## src/rtl/cell_to_pixel_mover.sv

```systemverilog
// Walks a sprite from its pixel position to a requested maze cell, x axis first, then y.
// One step per move_tick; done comes 4 cycles after acceptance for a zero-length move; req_ready is low until IDLE.
module cell_to_pixel_mover #(
  parameter logic [9:0] SF       = 10'd60,
  parameter logic [9:0] S_X      = 10'd150,
  parameter logic [9:0] S_Y      = 10'd34,
  parameter int         NUM_COLS = 8,
  parameter int         NUM_ROWS = 8,
  parameter logic [9:0] STEP     = 10'd1,
  parameter int         HOME_ROW = 0,
  parameter int         HOME_COL = 0
) (
  input  logic       clk,
  input  logic       rst_n,
  input  logic       move_tick,
  input  logic       req_valid,
  input  logic [7:0] req_row,
  input  logic [7:0] req_col,
  input  logic       abort,
  output logic       req_ready,
  output logic [9:0] xpos,
  output logic [9:0] ypos,
  output logic [3:0] direction,
  output logic       done,
  output logic       err
);

  typedef enum logic [2:0] {IDLE, CALC, MOVE_X, MOVE_Y, DONE} state_t;

  localparam logic [3:0] DIR_L = 4'b1000;
  localparam logic [3:0] DIR_U = 4'b0100;
  localparam logic [3:0] DIR_R = 4'b0010;
  localparam logic [3:0] DIR_D = 4'b0001;
  localparam logic [3:0] DIR_0 = 4'b0000;
  localparam logic [9:0] HOME_X  = 10'(S_X + HOME_COL * SF);
  localparam logic [9:0] HOME_Y  = 10'(S_Y + HOME_ROW * SF);
  localparam logic [8:0] ROW_LIM = 9'(NUM_ROWS);
  localparam logic [8:0] COL_LIM = 9'(NUM_COLS);

  state_t     state_q;
  logic [7:0] row_q, col_q;
  logic [9:0] tx_q, ty_q, xpos_q, ypos_q;
  logic [3:0] dir_q;
  logic       done_q, err_q, ready_q;

  logic [9:0] tx_d, ty_d, dx, dy, xpos_d, ypos_d;
  logic       bad_cell;

  // Pixel targets wrap modulo 1024 on purpose: the arithmetic is defined as 10-bit.
  assign tx_d     = S_X + {2'b00, col_q} * SF;
  assign ty_d     = S_Y + {2'b00, row_q} * SF;
  assign bad_cell = ({1'b0, row_q} >= ROW_LIM) || ({1'b0, col_q} >= COL_LIM);

  // Step is clamped to the remaining distance, so the target is never overshot.
  assign dx     = (tx_q > xpos_q) ? tx_q - xpos_q : xpos_q - tx_q;
  assign dy     = (ty_q > ypos_q) ? ty_q - ypos_q : ypos_q - ty_q;
  assign xpos_d = (tx_q > xpos_q) ? xpos_q + ((dx < STEP) ? dx : STEP)
                                  : xpos_q - ((dx < STEP) ? dx : STEP);
  assign ypos_d = (ty_q > ypos_q) ? ypos_q + ((dy < STEP) ? dy : STEP)
                                  : ypos_q - ((dy < STEP) ? dy : STEP);

  function automatic logic [3:0] dir_of(input logic [9:0] pos, input logic [9:0] tgt,
                                        input logic [3:0] dir_lo, input logic [3:0] dir_hi);
    if (pos == tgt)     return DIR_0;
    else if (tgt < pos) return dir_lo;
    else                return dir_hi;
  endfunction

  always_ff @(posedge clk or negedge rst_n) begin
    if (!rst_n) begin
      state_q <= IDLE;
      row_q   <= 8'd0;
      col_q   <= 8'd0;
      tx_q    <= HOME_X;
      ty_q    <= HOME_Y;
      xpos_q  <= HOME_X;
      ypos_q  <= HOME_Y;
      dir_q   <= DIR_0;
      done_q  <= 1'b0;
      err_q   <= 1'b0;
      ready_q <= 1'b1;
    end else begin
      done_q <= 1'b0;
      err_q  <= 1'b0;
      case (state_q)
        IDLE: begin
          if (req_valid && ready_q) begin
            row_q   <= req_row;
            col_q   <= req_col;
            ready_q <= 1'b0;
            state_q <= CALC;
          end
        end
        CALC: begin
          if (abort) begin
            state_q <= IDLE;
            ready_q <= 1'b1;
          end else if (bad_cell) begin
            err_q   <= 1'b1;
            state_q <= IDLE;
            ready_q <= 1'b1;
          end else begin
            tx_q    <= tx_d;
            ty_q    <= ty_d;
            dir_q   <= dir_of(xpos_q, tx_d, DIR_L, DIR_R);
            state_q <= MOVE_X;
          end
        end
        MOVE_X: begin
          if (abort) begin
            dir_q   <= DIR_0;
            state_q <= IDLE;
            ready_q <= 1'b1;
          end else if (xpos_q == tx_q) begin
            dir_q   <= dir_of(ypos_q, ty_q, DIR_U, DIR_D);
            state_q <= MOVE_Y;
          end else if (move_tick) begin
            xpos_q <= xpos_d;
            dir_q  <= dir_of(xpos_d, tx_q, DIR_L, DIR_R);
          end
        end
        MOVE_Y: begin
          if (abort) begin
            dir_q   <= DIR_0;
            state_q <= IDLE;
            ready_q <= 1'b1;
          end else if (ypos_q == ty_q) begin
            dir_q   <= DIR_0;
            done_q  <= 1'b1;
            state_q <= DONE;
          end else if (move_tick) begin
            ypos_q <= ypos_d;
            dir_q  <= dir_of(ypos_d, ty_q, DIR_U, DIR_D);
          end
        end
        DONE: begin
          state_q <= IDLE;
          ready_q <= 1'b1;
        end
        default: begin
          dir_q   <= DIR_0;
          state_q <= IDLE;
          ready_q <= 1'b1;
        end
      endcase
    end
  end

  assign req_ready = ready_q;
  assign xpos      = xpos_q;
  assign ypos      = ypos_q;
  assign direction = dir_q;
  assign done      = done_q;
  assign err       = err_q;

endmodule

```

## config.mk

```make
export PLATFORM = sky130hd
export DESIGN_NAME = cell_to_pixel_mover
export DESIGN_NICKNAME = d
export VERILOG_FILES = /design/src/rtl/cell_to_pixel_mover.sv
export SDC_FILE = /design/constraint.sdc
export NUM_CORES = 1
export LEC_CHECK = 0
export BUFFER_PORTS_ARGS = -buffer_cell sky130_fd_sc_hd__buf_2
export CAP_MARGIN = 30
export CORE_MARGIN = 2
export CORE_UTILIZATION = 34
export CTS_BUF_LIST = sky130_fd_sc_hd__clkbuf_8
export DETAILED_ROUTE_END_ITERATION = 12
export PLACE_DENSITY_LB_ADDON = 0.05
export SYNTH_ARGS = -nofsm -noshare
export SYNTH_HDL_FRONTEND = slang
export SYNTH_SLANG_ARGS = --single-unit
```

## constraint.sdc

```tcl
create_clock -name clk -period 10.4 [get_ports clk]
set_clock_uncertainty 0.15 [all_clocks]
set_input_delay 1.56 -clock clk [delete_from_list [all_inputs] [get_ports clk]]
set_output_delay 1.56 -clock clk [all_outputs]
set_load 0.02 [all_outputs]
```

# Word-level counts from Yosys, hierarchy flattened
# Index checks and enable logic that the tools add are counted.
# word_totals
regBits	66
latch_bits	0
ram_bits	0
mem_bits_ro	0
inputBits	21
output_inout_bits	27
word_cells	110
n_memories	0
# classes
n_addsub	10
mul	2
div_mod_pow	0
magnitude_cmp	10
n_eq_ne	18
shift	0
muxes	42
bitwise_logic	5
reduce_logical	12
# op_table
cell	n
10-bit two-way mux	6
10-bit subtractor	6
10-bit equality test	5
4-bit two-way mux	12
10-bit < comparator	4
3-bit two-way mux	9
10-bit adder	2
10-bit greater-than comparator	2
10-bit by 1-bit < comparator with 1-bit output (second input constant)	2
8-bit by 4-bit >= comparator with 1-bit output (second input constant)	2
8-bit by 4-bit multiplier with 8-bit output (second input constant)	2
4-bit one-hot mux with 4 select lines	1
3-bit one-hot mux with 4 select lines	1
6-bit by 10-bit adder with 10-bit output (first input constant)	1
8-bit by 10-bit adder with 10-bit output (first input constant)	1
1-bit two-way mux	10
3-bit != test (second input constant)	3
3-bit AND reduction	3
4-bit != test (second input constant)	2
4-bit AND reduction	2
3-bit by 2-bit equality test with 1-bit output (second input constant)	2
2-bit != test (second input constant)	3
1-bit NOT	5
5-bit AND reduction	1
10 further kinds	12

# Depth between registers and ports, before layout
# depth
word_depth	13
ltp_mapped	29
depth_no_buf	29

# Worst setup path after synthesis
# No wires, ideal clock.
# synth_path
path_kind	flip-flop to flip-flop
start	register xpos_q[7] (netlist: xpos[7])
end	register dir_q[3] (netlist: direction[3])
setup_ps	119
arrival_time_ps	5625
required_time_ps	10131
slack_ps	4506
stages_incl_launch_ff	29
n_path_buf	1
synth_period_minus_slack_ps	5894
path_cell_list	dfstp_2 -> inv_1 -> ha_1 -> buf_2 -> nand3_1 -> nor4_1 -> a21o_1 -> nor2_1 -> mux2i_1 -> xnor2_1 -> o2111ai_1 -> ha_1 -> or3_1 -> ha_1 -> a21o_1 -> a21oi_1 -> o21bai_1 -> a21o_1 -> a221oi_1 -> and3_1 -> nor2_1 -> xnor2_1 -> ha_1 -> nand4_1 -> nor3_1 -> nor2_1 -> o211ai_1 -> o211ai_1 -> o21a_1
# synth_between
elab_chain_len	13
elab_cells_between_ends	26
cone_classes	4 x add/sub; 4 x order compare; 4 x eq/ne; 13 x mux; 1 x reduce/logical
# synth_lines
element	line_no	rtl
from (decl)	42	logic [9:0] tx_q, ty_q, xpos_q, ypos_q;
from (signal assigned)	118	xpos_q <= xpos_d;
10-bit subtractor or 10-bit greater-than comparator (tied branches)	55, 57	
10-bit two-way mux	55	assign dx = (tx_q > xpos_q) ? tx_q - xpos_q : xpos_q - tx_q;
10-bit by 1-bit < comparator with 1-bit output	57, 58	
10-bit two-way mux	57, 58	
10-bit subtractor or 10-bit adder (tied branches)	58, 57	
10-bit two-way mux	57	assign xpos_d = (tx_q > xpos_q) ? xpos_q + ((dx < STEP) ? dx : STEP)
10-bit < comparator	65	else if (tgt < pos) return dir_lo;
4-bit two-way mux	65	
4-bit two-way mux	64	if (pos == tgt) return DIR_0;
4-bit two-way mux	117	end else if (move_tick) begin
4-bit two-way mux	114	end else if (xpos_q == tx_q) begin
4-bit two-way mux	110	if (abort) begin
4-bit one-hot mux with 4 select lines	85	case (state_q)
to (signal assigned)	105	dir_q <= dir_of(xpos_q, tx_d, DIR_L, DIR_R);
to (signal assigned)	115	dir_q <= dir_of(ypos_q, ty_q, DIR_U, DIR_D);
to (signal assigned)	119	dir_q <= dir_of(xpos_d, tx_q, DIR_L, DIR_R);
to (decl)	43	logic [3:0] dir_q;
# Several ways; a longest one is shown, not always the timed one. The select of a mux whose other input is x is not followed.
# A chain may end at the register's enable or synchronous reset.

# Worst setup path in the final report
# layout_path
start	register xpos_q[2] (netlist: xpos[2])
end	register dir_q[1] (netlist: direction[1])
# The elaborated chain is that of the path after synthesis.

==> impl_metrics.yaml <==
grt:
  grt_pass1_vias: 5582
  grt_overflow_total: 0
  antenna_found_initial: 1
  grt_max_degree: 63
  grtUsageTotal_pct: 17.9
  grt_pass1_wl_um: 30100
sta:
  slew_headroom_pct: 41.2
  max_freq_mhz: 144
  hold_violations: 0
  finalSetupViolCount: 0
  fin_crit_sh_pct: 66.8
  hold-worst-slack_ns: 0.355
  setup_tns_ns: 0
  min_period_ns: 6.95
  tightest_slew_ns: 0.880
  rsz0062_at_grt: "no"
  slew_violations: 0
  fin_ws_ns: 3.45
layout:
  nets: 971
  syn2layout_area_growth_pct: 10.3
  final_common_cell: "ha_1"
  final_cell_area_um2: 7610
  drive_gt1_share_pct: 13.8
  mostFrequentLayoutCells: "ha_1, inv_1, a21oi_1"
  nFillCells: 2101
clock_network:
  htreeDepth: 3
  cts.repair.resized: 0
  clk_pin_slew_ns: 0.07
  clkLatencyLatePin_ns: 0.37
  clock-sinks: 62
  cts_tree: "built"
  cts_hold_buf: 0
  post_cts_buffers: 0
  cts_inserted_buffers: 9
  cts_root_buf: "clkbuf_8"
  cts_buffer_depth: 2
logic_synthesis:
  async_flop_share_pct: 100
  synth_cell_types: 71
  synth_flop_cell: "dfrtp_1"
  synth-seq-cells: 62
  synthMuxAreaShare_pct: 4.59
  synth_xor_area_share_pct: 7.37
  ys_seq_area_share_pct: 22.7
  syn-num-nets: 925
  synth_edf_count: 0
  netlist_area_um2: 6900
  yosysWarnings: 0
  syn_avg_cell_area_um2: 8.91
  synth_simple_gate_area_share_pct: 13.8
  synthCells: 774
  synth-compound-area-share_pct: 20.3
  synth_fa_ha_area_share_pct: 26.0
  synth_top_family_by_area: "adder cells"
setup_path:
  cp_max_fo: 10
  crit_arrival_ns: 7.08
  endpoint_kind: "register"
  critPathKind: "register to register"
  critPathMaxStageDelay_ns: 0.62
  critPathLaunchType: "register"
  cpMostUsedCell: "ha_1"
  cp_top_family: "simple AND/OR/NAND/NOR gates"
  critPathBufInv: 1
  required_ns: 10.53
  critical_path.slowest_cell: "nor2_1"
placed_design:
  dp_hpwl_um: 15200
  placed_area_um2: 7420
  port_buffers: 47
  dp_slack_ns: 3.52
  gp_congestion: 0.923
floorplanning:
  coreArea_um2: 20000
  die_x_um: 146
  pin_count: 48
  start_util_pct: 34.4
  num_rows: 52
  die_y_um: 146
  dieArea_um2: 21400
route:
  wl_um: 18600
  drc_errors: 0
  vias: 5610
  wl_per_cell_um: 17.0
  first_iter_violations: 291
  via_per_inst: 5.12
  ant_nets: 0
  firstDrtPassIters: 5
worst_hold_path:
  hold_class: "register to register"
status:
  status: "finished, final reports clean"
flow_run:
  drv_cap: 0
-- path summary, 6_finish.rpt --
kind	cells after the start	end	slack, ns	startpoint
max	27	direction[1]$_DFFE_PN0P_	3.45	xpos[2]$_DFFE_PN1P_
min	1	xpos[9]$_DFFE_PN0P_	0.35	xpos[9]$_DFFE_PN0P_
max reg2reg	27	direction[1]$_DFFE_PN0P_	3.45	xpos[2]$_DFFE_PN1P_
min reg2reg	1	xpos[9]$_DFFE_PN0P_	0.35	xpos[9]$_DFFE_PN0P_
max in group asynchronous	2	xpos[0]$_DFFE_PN0P_	8.27	rst_n
min in group asynchronous	2	xpos[9]$_DFFE_PN0P_	1.25	rst_n
-- logic make-up (layout without fill, tap and decap cells) --
family | after synthesis | count (layout)
AOI/OAI and AO/OA | 210 | 210
other | 1 | 2
buffers and inverters | 92 | 142
adders and majority gates | 130 | 130
DFF | 62 | 62
and+or+nand+nor | 193 | 193
xor gates and xnor gates | 58 | 58
muxes | 28 | 28
-- state kept, by name (all words and copies together) (netlist names) --
signal	count
xpos	10
ypos	10
col_q	8
row_q	8
tx_q	8
ty_q	8
direction	4
state_q	3
done	1
err	1
req_ready	1
-- synth_stat cells, types with 13 or more instances --
master / instances / area share (%)
xor2_1: 16 / 2.0
nand4_1: 14 / 1.3
inv_1: 78 / 4.2
xnor2_1: 42 / 5.3
ha_1: 108 / 20
dfrtp_1: 51 / 19
o21ai_0: 40 / 2.9
fa_1: 22 / 6.4
o21bai_1: 16 / 1.7
nand2_1: 51 / 2.8
nor2_1: 48 / 2.6
mux2_2: 25 / 4.1
a21o_1: 31 / 3.4
nand3_1: 13 / 0.94
nor3_1: 15 / 1.1
a21oi_1: 59 / 4.3
-- through the flow --
step	std cells	util (%)
detailed placement	1079	37.0
global placement	1078	37.0
global route	1094	37.9
CTS	1094	37.9
floorplan	774	-
finish	1095	38.0
-- per-layer routing --
| metal | part of all wire [%] | up-vias | global-route usage (%) |
|---|---|---|---|
| met5 | 0 | - | 0 |
| met4 | 1.1 | 0 | 4.61 |
| met3 | 4.6 | 13 | 3.09 |
| met2 | 43 | 114 | 27.2 |
| met1 | 51 | 2654 | 26.2 |
| li1 | - | 2829 | - |
-- cell type report --
class                   count  area, um2  share of cell area [%]
repair buffers             49        248                    3.26
multi-input cells         620       4970                    65.4
well taps                 270        338                    4.44
clock inverters             5       51.3                   0.674
flip-flops and latches     62       1570                    20.6
inverters                  78        293                    3.85
clock buffers              10        138                    1.81
diodes                      1       2.50                  0.0329
Power is left out: the tool's default activity adds up to more than one toggle a clock period on the data nets, which glitch-free logic cannot reach.
